==> config.mk <==
export PLATFORM = sky130hd
export DESIGN_NAME = ctrl_seq_decoder
export DESIGN_NICKNAME = d
export VERILOG_FILES = /design/src/rtl/ctrl_seq_decoder.sv
export SDC_FILE = /design/constraint.sdc
export NUM_CORES = 1
export LEC_CHECK = 0
export CORE_UTILIZATION = 49
export DETAILED_ROUTE_END_ITERATION = 10
export PLACE_DENSITY = 0.82
export SYNTH_ARGS = -nofsm -noshare
export SYNTH_HDL_FRONTEND = slang
export SYNTH_SLANG_ARGS = --single-unit
==> constraint.sdc <==
create_clock -name clk -period 2.5 [get_ports clk]
set_clock_uncertainty 0.15 [all_clocks]
set_input_delay 0.75 -clock clk [delete_from_list [all_inputs] [get_ports clk]]
set_output_delay 0.75 -clock clk [all_outputs]
set_load 0.005 [all_outputs]
==> src/rtl/ctrl_seq_decoder.sv <==
// Control-word sequence decoder: tracks the step 0..7 order and counts completed frames.
// Optional build macro: CTRL_SEQ_DECODER_ERR_COUNT_EN adds a saturating error counter on err_count.
module ctrl_seq_decoder #(
  parameter int FRAME_CNT_W = 8
) (
  input  logic                   clk,
  input  logic                   rst_n,
  input  logic                   ctrl_valid,
  input  logic [6:0]             ctrl_word,
  input  logic                   err_clr,
  output logic [2:0]             step,
  output logic                   step_valid,
  output logic                   locked,
  output logic                   frame_done,
  output logic [FRAME_CNT_W-1:0] frame_count,
  output logic                   seq_err
`ifdef CTRL_SEQ_DECODER_ERR_COUNT_EN
  ,
  output logic [7:0]             err_count
`endif
);

  typedef enum logic [1:0] {
    S_HUNT  = 2'd0,
    S_TRACK = 2'd1,
    S_ERR   = 2'd2
  } state_t;

  state_t                 r_state;
  state_t                 w_state_nxt;
  logic [2:0]             r_expected;
  logic [2:0]             w_expected_nxt;
  logic [2:0]             r_step;
  logic                   r_step_valid;
  logic                   r_locked;
  logic                   r_frame_done;
  logic [FRAME_CNT_W-1:0] r_frame_count;
  logic                   r_seq_err;
  logic                   w_legal;
  logic [2:0]             w_dec;
  logic                   w_accept;
  logic                   w_err_hit;
  logic                   w_frame_hit;

  always_comb begin
    w_legal = 1'b1;
    w_dec   = 3'd0;
    case (ctrl_word)
      7'b1010101: w_dec = 3'd0;
      7'b1111111: w_dec = 3'd1;
      7'b1111110: w_dec = 3'd2;
      7'b1111100: w_dec = 3'd3;
      7'b1111000: w_dec = 3'd4;
      7'b1110000: w_dec = 3'd5;
      7'b1100000: w_dec = 3'd6;
      7'b1000000: w_dec = 3'd7;
      default:    w_legal = 1'b0;
    endcase
  end

  assign w_accept = ctrl_valid & w_legal;

  always_comb begin
    w_state_nxt    = r_state;
    w_expected_nxt = r_expected;
    w_err_hit      = 1'b0;
    w_frame_hit    = 1'b0;
    case (r_state)
      S_HUNT: begin
        if (ctrl_valid) begin
          if (!w_legal) begin
            w_state_nxt = S_ERR;
            w_err_hit   = 1'b1;
          end else if (w_dec <= 3'd1) begin
            w_state_nxt    = S_TRACK;
            w_expected_nxt = w_dec + 3'd1;
          end
        end
      end
      S_TRACK: begin
        if (ctrl_valid) begin
          if (w_legal && (w_dec == r_expected)) begin
            // 3-bit add wraps 7 -> 0, so step 0 is the only in-order word after 7
            w_expected_nxt = w_dec + 3'd1;
            w_frame_hit    = (w_dec == 3'd7);
          end else begin
            w_state_nxt = S_ERR;
            w_err_hit   = 1'b1;
          end
        end
      end
      S_ERR: begin
        w_state_nxt    = S_HUNT;
        w_expected_nxt = 3'd0;
      end
      default: begin
        w_state_nxt    = S_HUNT;
        w_expected_nxt = 3'd0;
      end
    endcase
  end

  always_ff @(posedge clk or negedge rst_n) begin
    if (!rst_n) begin
      r_state       <= S_HUNT;
      r_expected    <= 3'd0;
      r_step        <= 3'd0;
      r_step_valid  <= 1'b0;
      r_locked      <= 1'b0;
      r_frame_done  <= 1'b0;
      r_frame_count <= '0;
      r_seq_err     <= 1'b0;
    end else begin
      r_state      <= w_state_nxt;
      r_expected   <= w_expected_nxt;
      r_step_valid <= w_accept;
      r_locked     <= (w_state_nxt == S_TRACK);
      r_frame_done <= w_frame_hit;
      if (w_accept) begin
        r_step <= w_dec;
      end
      if (w_frame_hit) begin
        r_frame_count <= r_frame_count + FRAME_CNT_W'(1);
      end
      // a new error wins over a simultaneous clear
      if (w_err_hit) begin
        r_seq_err <= 1'b1;
      end else if (err_clr) begin
        r_seq_err <= 1'b0;
      end
    end
  end

`ifdef CTRL_SEQ_DECODER_ERR_COUNT_EN
  logic [7:0] r_err_count;

  always_ff @(posedge clk or negedge rst_n) begin
    if (!rst_n) begin
      r_err_count <= 8'd0;
    end else if (w_err_hit) begin
      if (err_clr) begin
        r_err_count <= 8'd1;
      end else if (r_err_count != 8'hFF) begin
        r_err_count <= r_err_count + 8'd1;
      end
    end else if (err_clr) begin
      r_err_count <= 8'd0;
    end
  end

  assign err_count = r_err_count;
`endif

  assign step        = r_step;
  assign step_valid  = r_step_valid;
  assign locked      = r_locked;
  assign frame_done  = r_frame_done;
  assign frame_count = r_frame_count;
  assign seq_err     = r_seq_err;

endmodule
==> reports/qor.txt <==
Outcome: complete, but fails checks
Failing checks: negative setup slack
Sequential-to-total area share from yosys stat: 44.3%
CP Depth: 11
Met2 global-route usage: 53.1%
Final Wtd Congestion: 0.811
Cell variety after synth: 34
DRT iter0 DRCs: 60
Clk pwr share: 32.9%
Core area: 2190 µm²
GR peak layer: met2
Die height: 50.0 µm
Buffers added on ports: 25
Delay-heaviest family, CP: buffers and inverters
Normalized max-slew margin: 74.1%
Worst reg2reg path endpoint: frame_count[1]
Max-Cap Viols: 0
Pre-CTS setup slack: -949 ps
#FFs+latches synth: 20
Worst slew pin tran: 388 ps
Overall Global Routing Usage: 32.2%
Logic pwr share: 22.6%
Post-synth EDFFs: 0
Crit path required time: 2560 ps
Max-slew violations: 0
P_sw: 215 µW
Post-synth top area share: 44.3%
Max Buffers Root-to-Sink: 2
Crit-path cells: dlygate4sd2_1 -> nand3_2 -> buf_4 -> o32ai_4 -> buf_4 -> ha_4 -> ha_4 -> nand2_4 -> buf_4 -> nor3_4 -> mux2_4
Drt drc: 0
Cells after DPL: 181
Mapped Area: 1130 µm²
Crit path kind: in2reg
Syn Area/Cell: 10.7 µm²
Fmax: 358 MHz
Synthesized net count: 120
CP Capture Type: flop
DRT Wirelength: 4110 µm
Placed cell area: 1630 µm²
R2r setup slk: 530 ps
Commonest non-fill, non-tap cell in the layout: buf_4
Die Wd: 50.0 µm
WL/cell: 21.2 µm
Endpoints failing setup: 16
Crit path time final: 2800 ps
Pin count of the biggest net entering global routing: 21
CP Launch Point: ctrl_word[4]
Int Power: 610 µW
Ratio of final minimum period to clock period: 112%
Worst reg2reg path startpoint: r_expected[2]
Synth-to-layout area growth: 67.5%
GR Layer Usage met1: 39.6%
CTS root buf: clkbuf_4
Worst VDD drop: 0.444 mV
Worst path most repeated cell: buf_4
Drt first pass iters: 4
Cell depth of the worst flop-to-flop path: 5
NumNets Final: 182
First-pass GRT wire length: 5850 µm
Via density: 5.94
Diodes inserted: 0
Die Area: 2500 µm²
Worst Setup EP: frame_count[1]
RSZ-0062 raised after global routing: true
Clock sinks: 20
GR Util met3: 5.56%
Worst hold path class: reg2reg
Critical Path Source Type: input pin
Largest cells by area after synthesis: dfrtp_1 (44%), xor2_1 (6.2%), ha_1 (4.4%)
Clk_lat worst skew: 310 ps
Synth async-reset ratio: 100%
Synth area leader: dfrtp_1
Most frequent cells in the layout: buf_4 (29), dfrtp_1 (20), clkdlybuf4s50_1 (18)
Pwr Density: 436 nW/µm²
DP Wirelength: 2140 µm
Slowest cell on crit path: o32ai_4
Cts bufs inserted: 3
Endpoints failing hold: 0
Static Leakage: 0.000875 µW
GR Overflow Total: 0
Core Rows: 17
I/O pins: 26
Vias in the first global route: 1181
Ys Warns: 0
Max incr delay on CP: 330 ps
Starting Density: 51.5%
Non-Filler Instances: 194
Htree depth: 1
Sequential share of power: 44.4%
CTS clk-pin slew, worst paths: 120 ps
Ratio of cells with drive above 1 in the final layout: 49.4%
Syn Inst Count: 105
Initial antenna violation count: 0
Maximum fanout along the worst path: 3
Power Total: 825 µW
Synth Flop Type: dfrtp_1
Final WS setup: -295 ps
Post-DRT Antenna Nets: 0
CTS tree: built
CP Buf/Inv Count: 4
Post-route cell area: 1890 µm²
Routed vias: 1153
Sw frac: 26.1%
Crit path DAT: 2850 ps
Final core utilization: 86.3%
-- area by class of cell --
type / count / area [µm²]
Clock buffer: 3 / 22.5
Clock inverter: 1 / 30.0
Fill cell: 93 / 300
Inverter: 3 / 11.3
Multi-Input combinational cell: 82 / 803
Sequential cell: 20 / 500
Tap cell: 28 / 35.0
Timing Repair Buffer: 57 / 488
-- worst min-delay path by stage --
stage	from	to	slack, ps	cells after the start
final	frame_count[7]	frame_count[7]	340	1
after global routing	frame_count[7]	frame_count[7]	370	1
after CTS	frame_count[7]	frame_count[7]	340	1
after detailed placement	frame_count[7]	frame_count[7]	320	1
after global placement	frame_count[7]	frame_count[7]	300	1
after floorplan	rst_n	frame_count[0]	300	0
-- through the flow --
step                setup TNS (ps)  hold WS, ps
global placement            -13460          304
global route                 -4160          368
finish                       -3230          339
CTS                          -2050          335
detailed placement          -15050          319
floorplan                    -3660          304
-- cell usage after synthesis, types with 2 or more instances --
cell type	number
o21ai_0	2
nor2b_1	2
nor3_1	7
nor2_1	10
nand2b_1	2
or2_2	4
ha_1	4
nor3_2	2
nand4_1	5
dfrtp_1	20
a22o_1	2
nor4_1	2
nand2_1	11
mux2_1	3
xor2_1	8
inv_1	3
-- layer usage --
layer / part of all wire [%] / routed length [µm]
met1: 40 / 1630
met5: 0 / 0
met4: 3.2 / 131
met2: 50 / 2060
met3: 6.9 / 285
-- power groups by stage --
stage          Clock [µW]  Combinational (µW)  Sequential, µW
5_1_grt               282                 198             367
3_3_place_gp            0                 148             366
3_5_place_dp            0                 155             369
6_report              272                 187             366
4_1_cts               269                 174             364
2_1_floorplan           0                59.1             366
-- cell families after synthesis --
logic type | count (synthesis) | synth area share, %
AND/OR/NAND/NOR | 49 | 23.9
flip-flops | 20 | 44.3
AO/OA/AOI/OAI | 15 | 14.0
XOR/XNOR | 9 | 6.98
multiplexers | 5 | 5.32
adder cells (fa/ha/maj) | 4 | 4.43
buffers and inverters | 3 | 0.998
-- sequential cells by signal, indices dropped and copies added, names as in the netlist --
signal,count
frame_count,8
step_valid,1
locked,1
r_state,2
seq_err,1
r_expected,3
step,3
frame_done,1
-- what timing repair did --
item                                    4_1_cts  5_1_grt
pin swaps                                    13        7
buffers inserted                              6        4
hold buffers                                  0        0
resized for setup                            38       16
endpoints found under the setup margin       20       19
Power figures use the tool's default switching activity.
